--- src/rtl/wb_stage.sv ---
// -----------------------------------------------------------------------------
// wb_stage -- rv32i writeback stage, directly upstream of the register file.
//
// Accepts one retired result per handshake from execute. Non-loads are written
// to the register file on the following cycle. Loads wait in LOAD_WAIT for the
// data-memory response, are size/sign-extended from the aligned 32-bit word,
// and then written. Illegal funct3, misaligned addresses and response timeouts
// raise a one-cycle exception pulse toward the trap logic.
//
// Parameters:
//   LOAD_TIMEOUT  LOAD_WAIT cycles without a response before a timeout (>=2)
//
// Ports:
//   i_clk, i_rst_n            clock, synchronous active-low reset
//   i_valid / o_ready         execute handshake (o_ready = state is IDLE)
//   i_rd, i_result            destination register, ALU result or load address
//   i_is_load, i_funct3       load flag and load size/sign encoding
//   i_mem_rvalid, i_mem_rdata data-memory response (aligned word)
//   o_wen, o_waddr, o_wdata   register file write port (registered)
//   o_exc, o_exc_cause        exception pulse: 01 misaligned, 10 illegal
//                             funct3, 11 load timeout
//
// Optional build macro WB_FWD_EN adds decode bypass/interlock outputs:
//   o_fwd_valid/o_fwd_rd/o_fwd_data  copies of o_wen/o_waddr/o_wdata
//   o_ld_pend                        a load is waiting for data
//   o_ld_rd                          rd of the pending load, 0 otherwise
// -----------------------------------------------------------------------------
module wb_stage #(
  parameter int LOAD_TIMEOUT = 16
) (
  input  logic        i_clk,
  input  logic        i_rst_n,
  input  logic        i_valid,
  output logic        o_ready,
  input  logic [4:0]  i_rd,
  input  logic [31:0] i_result,
  input  logic        i_is_load,
  input  logic [2:0]  i_funct3,
  input  logic        i_mem_rvalid,
  input  logic [31:0] i_mem_rdata,
  output logic [31:0] o_wdata,
  output logic [4:0]  o_waddr,
  output logic        o_wen,
  output logic        o_exc,
  output logic [1:0]  o_exc_cause
`ifdef WB_FWD_EN
  ,
  output logic        o_fwd_valid,
  output logic [4:0]  o_fwd_rd,
  output logic [31:0] o_fwd_data,
  output logic        o_ld_pend,
  output logic [4:0]  o_ld_rd
`endif
);

  // The counter only ever reaches LOAD_TIMEOUT-1.
  localparam int CNT_W = (LOAD_TIMEOUT > 2) ? $clog2(LOAD_TIMEOUT) : 1;
  localparam logic [CNT_W-1:0] CNT_LAST = CNT_W'(LOAD_TIMEOUT - 1);

  localparam logic [1:0] CAUSE_MISALIGN = 2'b01;
  localparam logic [1:0] CAUSE_ILLEGAL  = 2'b10;
  localparam logic [1:0] CAUSE_TIMEOUT  = 2'b11;

  typedef enum logic {
    IDLE      = 1'b0,
    LOAD_WAIT = 1'b1
  } state_e;

  state_e            state_q;
  logic [CNT_W-1:0]  cnt_q;
  logic [4:0]        rd_q;
  logic [2:0]        f3_q;
  logic [1:0]        off_q;
  logic              wen_q;
  logic [4:0]        waddr_q;
  logic [31:0]       wdata_q;
  logic              exc_q;
  logic [1:0]        cause_q;
  logic [31:0]       ld_data_d;

  // Encodings 011, 110, 111 are not rv32i loads.
  function automatic logic f3_illegal(input logic [2:0] f3);
    return (f3 == 3'b011) || (f3 == 3'b110) || (f3 == 3'b111);
  endfunction

  // Only meaningful for legal encodings: bits [1:0] select byte/half/word.
  function automatic logic addr_misaligned(input logic [2:0] f3,
                                           input logic [1:0] addr);
    return ((f3[1:0] == 2'b01) && addr[0]) ||
           ((f3[1:0] == 2'b10) && (addr != 2'b00));
  endfunction

  // Select the addressed byte/halfword lane and extend per funct3.
  function automatic logic [31:0] load_extract(input logic [2:0]  f3,
                                               input logic [1:0]  off,
                                               input logic [31:0] word);
    logic [7:0]  b;
    logic [15:0] h;
    case (off)
      2'd0:    b = word[7:0];
      2'd1:    b = word[15:8];
      2'd2:    b = word[23:16];
      default: b = word[31:24];
    endcase
    h = off[1] ? word[31:16] : word[15:0];
    case (f3)
      3'b000:  return {{24{b[7]}}, b};
      3'b001:  return {{16{h[15]}}, h};
      3'b100:  return {24'd0, b};
      3'b101:  return {16'd0, h};
      default: return word;
    endcase
  endfunction

  assign ld_data_d = load_extract(f3_q, off_q, i_mem_rdata);

  always_ff @(posedge i_clk) begin
    if (!i_rst_n) begin
      state_q <= IDLE;
      cnt_q   <= '0;
      wen_q   <= 1'b0;
      waddr_q <= '0;
      wdata_q <= '0;
      exc_q   <= 1'b0;
      cause_q <= 2'b00;
    end else begin
      // Write and exception strobes are single-cycle pulses.
      wen_q   <= 1'b0;
      exc_q   <= 1'b0;
      cause_q <= 2'b00;
      case (state_q)
        IDLE: begin
          if (i_valid) begin
            if (!i_is_load) begin
              // x0 is never written, but the result is still retired.
              if (i_rd != 5'd0) begin
                wen_q   <= 1'b1;
                waddr_q <= i_rd;
                wdata_q <= i_result;
              end
            end else if (f3_illegal(i_funct3)) begin
              exc_q   <= 1'b1;
              cause_q <= CAUSE_ILLEGAL;
            end else if (addr_misaligned(i_funct3, i_result[1:0])) begin
              exc_q   <= 1'b1;
              cause_q <= CAUSE_MISALIGN;
            end else begin
              rd_q    <= i_rd;
              f3_q    <= i_funct3;
              off_q   <= i_result[1:0];
              cnt_q   <= '0;
              state_q <= LOAD_WAIT;
            end
          end
        end
        LOAD_WAIT: begin
          // A response in the final count cycle beats the timeout.
          if (i_mem_rvalid) begin
            if (rd_q != 5'd0) begin
              wen_q   <= 1'b1;
              waddr_q <= rd_q;
              wdata_q <= ld_data_d;
            end
            state_q <= IDLE;
          end else if (cnt_q == CNT_LAST) begin
            exc_q   <= 1'b1;
            cause_q <= CAUSE_TIMEOUT;
            state_q <= IDLE;
          end else begin
            cnt_q <= cnt_q + 1'b1;
          end
        end
        default: state_q <= IDLE;
      endcase
    end
  end

  assign o_ready     = (state_q == IDLE);
  assign o_wen       = wen_q;
  assign o_waddr     = waddr_q;
  assign o_wdata     = wdata_q;
  assign o_exc       = exc_q;
  assign o_exc_cause = cause_q;

`ifdef WB_FWD_EN
  assign o_fwd_valid = wen_q;
  assign o_fwd_rd    = waddr_q;
  assign o_fwd_data  = wdata_q;
  assign o_ld_pend   = (state_q == LOAD_WAIT);
  assign o_ld_rd     = (state_q == LOAD_WAIT) ? rd_q : 5'd0;
`endif

endmodule

--- config.mk ---
export PLATFORM = sky130hd
export DESIGN_NAME = wb_stage
export DESIGN_NICKNAME = d
export VERILOG_FILES = /design/src/rtl/wb_stage.sv
export SDC_FILE = /design/constraint.sdc
export NUM_CORES = 1
export LEC_CHECK = 0
export CAP_MARGIN = 20
export CORE_ASPECT_RATIO = 2
export CORE_UTILIZATION = 40
export DETAILED_ROUTE_END_ITERATION = 7
export PLACE_DENSITY = 0.77
export SYNTH_ARGS = -nofsm -noshare
export SYNTH_HDL_FRONTEND = slang
export SYNTH_SLANG_ARGS = --single-unit
--- constraint.sdc ---
create_clock -name i_clk -period 2.2 [get_ports i_clk]
set_input_delay 0.44 -clock i_clk [delete_from_list [all_inputs] [get_ports i_clk]]
set_output_delay 0.44 -clock i_clk [all_outputs]
set_load 0.03 [all_outputs]
After elaboration in Yosys (flattened, before gate mapping)
Index checks and enable logic that the tools add are counted.
{ "classes": {"add_sub_neg": 1, "mul": 0, "n_bitwise": 3, "div_mod_pow": 0, "n_lt_le_gt_ge": 0, "reduce_logical": 13, "n_eq_ne": 21, "n_shift": 0, "muxes": 49} }
{ "op_table": {"columns": ["operator", "count"], "rows": [
  ["32-bit two-way mux", 5],
  ["32-bit case mux with 4 select lines", 1],
  ["32-bit case mux with 2 select lines", 1],
  ["5-bit two-way mux", 5],
  ["4-bit two-way mux", 6],
  ["8-bit case mux with 3 select lines", 1],
  ["1-bit two-way mux", 18],
  ["16-bit two-way mux", 1],
  ["2-bit inequality test (second input constant)", 7],
  ["3-bit equality test (second input constant)", 4],
  ["6-bit AND reduction", 2],
  ["2-bit two-way mux", 5],
  ["5-bit case mux with 2 select lines", 1],
  ["5-bit nonzero test", 2],
  ["4-bit case mux with 2 select lines", 1],
  ["2-bit by 1-bit inequality test with 1-bit output (second input constant)", 3],
  ["1-bit case mux with 2 select lines", 3],
  ["5-bit AND reduction", 1],
  ["4-bit by 1-bit adder with 4-bit output (second input constant)", 1],
  ["2-bit by 1-bit equality test with 1-bit output (second input constant)", 2],
  ["2-bit equality test (second input constant)", 2],
  ["4-bit equality test (second input constant)", 1],
  ["2-bit case mux with 2 select lines", 1],
  ["3-bit by 1-bit equality test with 1-bit output (second input constant)", 1],
  ["7 further kinds", 12]
]} }
{ "word_totals": {"inputBits": 77, "out_inout_bits": 42, "mem_count": 0, "rom_bits": 0, "latch_bits": 0, "ramBits": 0, "reg_bits": 56} }

Longest topological paths before layout
Gate-level depths: netlist (run 1).
{ "logic_depth": {"ltp_word": 8, "mapped_depth": 7, "ltp_nobuf": 5} }

Worst setup path after synthesis (run 1)
Ideal clock, no wire load.
{ "synth_path": {"kind": "in2reg", "from": "input i_rd[3]", "to": "register wdata_q[7], in the netlist o_wdata[7]", "required_time_ns": 2.081, "arrival_ns": 1.738, "path_buffers": 1, "path_slack_ns": 0.343, "cell_stages": 5, "cell_sequence": "or3_4 o31ai_2 a21oi_2 buf_6 o221a_1"} }
{ "synth_between": {"elab_chain_cells": 3} }
{ "synth_rtl": {"columns": ["element", "line_no", "rtl"], "rows": [
  ["from (decl)", "35", "input logic [4:0] i_rd,"],
  ["5-bit nonzero test", "136", "if (i_rd != 5'd0) begin"],
  ["2-bit by 1-bit inequality test with 1-bit output (no source line)", null, null],
  ["5-bit AND reduction (no source line)", null, null],
  ["to (signal assigned)", "139", "wdata_q <= i_result;"],
  ["to (signal assigned)", "162", "wdata_q <= ld_data_d;"],
  ["to (decl)", "76", "logic [31:0] wdata_q;"]
]} }
Every way passes these cells.
A chain may end at the register's enable or synchronous reset.

Final worst setup path (run 1)
{ "layout_path": {"from": "input i_rd[3]", "to": "register wdata_q[8], in the netlist o_wdata[8]"} }
Same word-level chain as after synthesis.

==> key figures, run 1 <==
Finish
  • Number of fill cells: 740
  • Leading cell type in the layout, fill and taps excluded: clkdlybuf4s50_1
  • Share of layout cells above drive strength 1: 0.139
  • P&R area growth vs syn: 45.5%
  • Final Cell Area: 4910 µm²
  • Antenna diodes: 0
  • Nets: 565
  • Most frequent cells in the layout: clkdlybuf4s50_1 (118), nand2_1 (51), dfxtp_1 (45)

Detailed routing
  • Drt total wl: 10900 µm
  • Per-cell routed wire length: 18.7 µm
  • First-iteration detailed-routing DRC count: 143
  • Met3 wire length: 574 µm
  • Top Metal Used: met4
  • Vias per cell: 5.95
  • DRT met1 WL: 3750 µm
  • Drt pass-1 iters: 5
  • Drt drc: 0
  • WL met2: 6020 µm
  • DRT antenna net count: 0
  • Detailed-route via count: 3484

Place
  • Hpwl dp: approximately 8200 µm
  • Port bufs: roughly 120
  • GPL Wtd Cong: 0.817
  • Area post-placement: 4750 µm²

Yosys
  • Top-area cell type share of the netlist area: 0.273
  • Largest area contributor in the netlist: dfxtp_1
  • Syn. warnings: 0
  • Area contributors post-synth: dfxtp_1 (27%), edfxtp_1 (8.9%), mux2i_1 (7.1%)
  • Mapped Area: 3370 µm²
  • Flops & latches, synth: 56
  • Post-Syn Instances: 363
  • Main synth FF type: dfxtp_1
  • Distinct cells, synth: 58
  • Number of synthesized flops with an enable pin: 10
  • Avg Inst Size Synth: 9.30 µm²
  • Synth async-reset ratio: 0
  • Post-synthesis sequential area ratio: 0.362
  • Syn Nets: between 400 and 500

Clocking
  • Htree depth: 2
  • Clock latency on the worst-skew pair: 300 ps
  • CTS tree: yes
  • Post-CTS Setup Inserts: 0
  • Clock sinks: 56
  • CTS root buf: clkbuf_16
  • Reg clk slew, reported paths: 70 ps
  • Max Root-Sink Buffers: 2
  • Num CTS Buffers: 5

Setup path
  • CP Launch Type: input pin
  • Buffers & Inverters on Critical Path: 2
  • Delay-heaviest family, CP: compound AO/OA/AOI/OAI gates
  • Critical path's slowest cell: clkdlybuf4s50_1
  • CP Capture Type: flip-flop
  • Crit-path cells: clkdlybuf4s50_1 > or3_4 > o31ai_2 > buf_4 > o21ai_0 > a311oi_1
  • Delay of the slowest critical-path stage: approximately 460 ps
  • CP Max Fanout: 9
  • Crit path DAT: 2260 ps
  • Crit Path Class: input pin to flip-flop
  • Worst EP required: between 2000 and 2500 ps

Power and ir drop
  • VDD IR max: between 0.3 and 0.4 mV
  • Switching fraction of total power: 0.285
  • Sequential Power Share: 0.429
  • Leakage power: ~1.8 nW
  • Power Density: between 500 and 600 nW/µm²
  • Internal power: roughly 1.9 mW
  • Combinational Power Share: 0.258
  • Net Sw Power: around 0.75 mW
  • Power share of the clock group: 0.313
  • Tot Pwr: roughly 2.6 mW

STA
  • Sum Neg Setup Slack: 0 ps
  • Slew Viols, Final: 0
  • Measured slew at the worst slew-check pin: 572 ps
  • Fin crit period: 2070 ps
  • Hold Worst Slack: 477 ps
  • Final Hold Viols: 0
  • Clock Skews: 3.13 ps
  • RSZ-0062 raised after global routing: no
  • Fmax: between 400 and 500 MHz
  • Endpoints failing setup: 0
  • Slew margin rel.: 0.618
  • Tcrit/Tclk final: 0.939

Worst hold path
  • Tightest Hold Check Type: flip-flop to flip-flop

Floorplanning
  • Die extent in x: ~67 µm
  • Starting Density: 0.410
  • I/O pins: 119
  • Core Region: 8230 µm²
  • Cell Rows: 47
  • Die area: 8830 µm²
  • Die height: 132 µm

Run
  • Max Cap Violations: 0

GRT
  • Largest net degree at the start of global routing: 38
  • First-pass GRT wire length: 17100 µm
  • Vias in the first global route: 3513
  • Congestion Overflow GR: 0
  • Total GRT Usage: 0.255
  • Initial antenna violation count: 0

Run status
  • Status: finished, final reports clean
## worst paths after layout
path / cells after the start / slack, ps / start / end
worst min-delay path: 2 / 480 / o_wdata[21]$_SDFFE_PN0P_ / o_wdata[21]$_SDFFE_PN0P_
worst max register to register: 4 / 180 / f3_q[1]$_DFFE_PP_ / o_wdata[8]$_SDFFE_PN0P_
worst min register to register: 2 / 480 / o_wdata[21]$_SDFFE_PN0P_ / o_wdata[21]$_SDFFE_PN0P_
worst max-delay path: 6 / 130 / i_rd[3] / o_wdata[8]$_SDFFE_PN0P_
## power by group through the flow
| stage | logic, mW | registers [mW] | clock network, mW |
|---|---|---|---|
| final | 0.683 | 1.14 | 0.828 |
| after global routing | 0.723 | 1.14 | 0.867 |
| after CTS | 0.682 | 1.14 | 0.840 |
| after detailed placement | 0.678 | 1.16 | 0 |
| after global placement | 0.671 | 1.16 | 0 |
| after floorplan | 0.223 | 1.26 | 0 |
## worst min-delay path, cell delays in order, from the launching register on
cell,delay (ps)
dfxtp_1,310
nand2_1,50
o22ai_1,60
## synthesized netlist by cell type (9+ instances only)
cell,n
clkbuf_1,14
nand3b_1,9
edfxtp_1,10
o22ai_2,10
o2111ai_1,16
a21oi_1,23
a211oi_1,17
buf_2,11
a311oi_1,14
mux2i_1,24
dfxtp_1,46
nand2_1,51
o21ai_0,15
## through the flow
step,cells,worst slack [ps],utilization
final,586,135,0.596
after global routing,586,20.9,0.596
after CTS,586,160,0.596
after detailed placement,578,-296,0.577
after global placement,578,-282,0.577
after floorplan,363,343,-
## layout make-up
| type | instances | area [µm²] | area share |
|---|---|---|---|
| clock buffers | 7 | 143 | 0.0291 |
| clock inverters | 1 | 7.51 | 0.00153 |
| inverters | 6 | 22.5 | 0.00459 |
| multi-input cells | 265 | 1920 | 0.392 |
| flip-flops and latches | 56 | 1220 | 0.249 |
| well taps | 98 | 123 | 0.0250 |
| repair buffers | 153 | 1470 | 0.299 |
## logic make-up (layout without fill, tap and decap cells)
logic type	count (synthesis)	after routing	share of synthesized area
simple gates	100	100	0.158
fa+ha+maj	1	1	0.00371
flops	56	56	0.362
mux	25	25	0.0745
compound gates	139	139	0.331
buf+inv	42	167	0.0708
## registers in the layout, summed over array words and instances (netlist names)
| name | flops |
|---|---|
| o_waddr | 5 |
| o_exc_cause | 2 |
| o_wen | 1 |
| cnt_q | 4 |
| state_q | 1 |
| rd_q | 5 |
| f3_q | 3 |
| o_wdata | 32 |
| o_exc | 1 |
| off_q | 2 |
## what timing repair did
action                                  4_1_cts  5_1_grt
endpoints found under the setup margin        8        0
hold buffers                                  0        0
resized for setup                             1        0
## metal layers
layer,vias up,GRT usage
li1,1668,-
met1,1638,0.257
met2,142,0.465
met3,36,0.0389
met4,0,0.154
met5,-,0
Note: power is estimated with default switching activity, not from simulation.
==> run 2: changes to the inputs <==
--- a/config.mk
+++ b/config.mk
@@ -6,7 +6,6 @@
 export NUM_CORES = 1
 export LEC_CHECK = 0
 export CAP_MARGIN = 20
-export CORE_ASPECT_RATIO = 2
 export CORE_UTILIZATION = 40
 export DETAILED_ROUTE_END_ITERATION = 7
 export PLACE_DENSITY = 0.77
==> run 2 against run 1 <==
Maximum frequency fell by 0.34%. Register-to-register slack got worse by 40 ps. First-iteration DRC count rose by 27%. Critical path type is now flip-flop to primary output. Largest power group unchanged.
==> key figures, run 2 (same netlist as run 1, synthesis figures left out) <==
Finish
  • P&R area growth vs syn: 45.4%
  • Antenna diodes: 0
  • Most frequent cells in the layout: clkdlybuf4s50_1 (118), nand2_1 (51), dfxtp_1 (46)
  • Final Cell Area: approximately 5000 µm²
  • Share of layout cells above drive strength 1: 0.145
  • Leading cell type in the layout, fill and taps excluded: clkdlybuf4s50_1
  • Final Non-Filler Cells: a little under 600
  • Max reg flops: 32
  • Nets: 567
  • Core Util, Final: 0.600

Setup path
  • CP Launch Type: flip-flop
  • Delay of the slowest critical-path stage: 670 ps
  • Critical path's slowest cell: clkdlybuf4s50_1
  • CP Capture Type: primary output
  • Crit-path cells: buf_4 > inv_1 > clkdlybuf4s50_1
  • CP Max Fanout: 8
  • Crit Path Class: flip-flop to primary output
  • Worst EP required: 1760 ps
  • Delay-heaviest family, CP: buffers and inverters
  • Buffers & Inverters on Critical Path: 3
  • Crit path DAT: 1630 ps

Power and ir drop
  • Internal power: between 1.5 and 2 mW
  • Sequential Power Share: 0.461
  • Leakage power: between 1.5 and 2 nW
  • VDD IR max: 0.325 mV
  • Tot Pwr: 2.47 mW
  • Power share of the clock group: 0.264
  • Power Density: 504 nW/µm²
  • Net Sw Power: 0.731 mW
  • Combinational Power Share: 0.275
  • Switching fraction of total power: 0.296

GRT
  • Vias in the first global route: 3351
  • Initial antenna violation count: 0
  • Congestion Overflow GR: 0
  • Largest net degree at the start of global routing: 40
  • Total GRT Usage: 0.236
  • First-pass GRT wire length: 16400 µm

Floorplanning
  • Die height: approximately 94 µm
  • Die extent in x: roughly 94 µm
  • Die area: just under 9000 µm²
  • Starting Density: 0.413
  • Cell Rows: 33
  • Core Region: 8180 µm²
  • I/O pins: 119

Place
  • Area post-placement: approximately 4800 µm²
  • Hpwl dp: 7810 µm
  • Port bufs: 118
  • Post-Place Cells: 587
  • GPL Wtd Cong: 0.883
  • Place WS: -238 ps

Detailed routing
  • Detailed-route via count: 3447
  • Drt pass-1 iters: 4
  • Drt drc: 0
  • DRT antenna net count: 0
  • Vias per cell: approximately 5.8
  • Per-cell routed wire length: approximately 17 µm
  • Drt total wl: between 10000 and 15000 µm
  • First-iteration detailed-routing DRC count: 181

STA
  • Clock Skews: 9.52 ps
  • Final WS setup: 128 ps
  • Measured slew at the worst slew-check pin: between 500 and 600 ps
  • Fin crit period: 2070 ps
  • Fmax: 483 MHz
  • Endpoints failing setup: 0
  • RSZ-0062 raised after global routing: no
  • Tcrit/Tclk final: 0.942
  • Slew Viols, Final: 0
  • Final Hold Viols: 0
  • Slew margin rel.: 0.626

Clocking
  • Htree depth: 2
  • Reg clk slew, reported paths: 100 ps
  • CTS root buf: clkbuf_8
  • Max Root-Sink Buffers: 2
  • Num CTS Buffers: 5
  • Clock sinks: 56
  • Post-CTS Setup Inserts: 0
  • Hold_buf cts: 0
  • Clock latency on the worst-skew pair: 310 ps
  • CTS tree: yes

Worst hold path
  • Tightest Hold Check Type: flip-flop to flip-flop

Run status
  • Status: finished, final reports clean

Run
  • Max Cap Violations: 0
[run 2: through the flow]
step / TNS [ps] / hold slack [ps]
after floorplan: 0 / 476
after global placement: -3470 / 465
after detailed placement: -4750 / 471
after CTS: 0 / 486
after global routing: 0 / 519
final: 0 / 482
[run 2: metal layers]
layer,wire [µm],global-route usage
met4,163,0.0462
met2,4900,0.405
met5,0,0
met3,813,0.0405
met1,4500,0.310
[run 2: power groups by stage]
stage	clock network, mW	registers [mW]	logic [mW]
finish	0.652	1.14	0.680
global route	0.708	1.15	0.724
CTS	0.668	1.14	0.677
detailed placement	0	1.16	0.674
global placement	0	1.16	0.665
floorplan	0	1.26	0.223
[run 2: cell type report]
cell class              count  area [µm²]
multi-input cells         265        1930
fillers                   696        3270
inverters                   6        22.5
flip-flops and latches     56        1220
repair buffers            155        1500
clock buffers               6        93.8
well taps                 105         131
clock inverters             2        15.0
[run 2: path summary, 6_finish.rpt]
path / from / end / slack (ps) / cells past startpoint
max reg2reg: state_q$_SDFF_PN0_ / o_wdata[8]$_SDFFE_PN0P_ / 140 / 5
min reg2reg: o_wdata[20]$_SDFFE_PN0P_ / o_wdata[20]$_SDFFE_PN0P_ / 480 / 2
max: state_q$_SDFF_PN0_ / o_ready / 130 / 3
min: o_wdata[20]$_SDFFE_PN0P_ / o_wdata[20]$_SDFFE_PN0P_ / 480 / 2
[run 2: what timing repair did]
action / 4_1_cts / 5_1_grt
endpoints found under the hold margin: 0 / 0
setup endpoints to repair: 0 / 20
gates resized for setup: 0 / 2
[run 2: worst register-to-register path, delay by kind of cell, from the launching register on]
kind	cells	cell delay, ps
compound gates	2	250
simple gates	2	980
flops	1	490
buf+inv	1	230
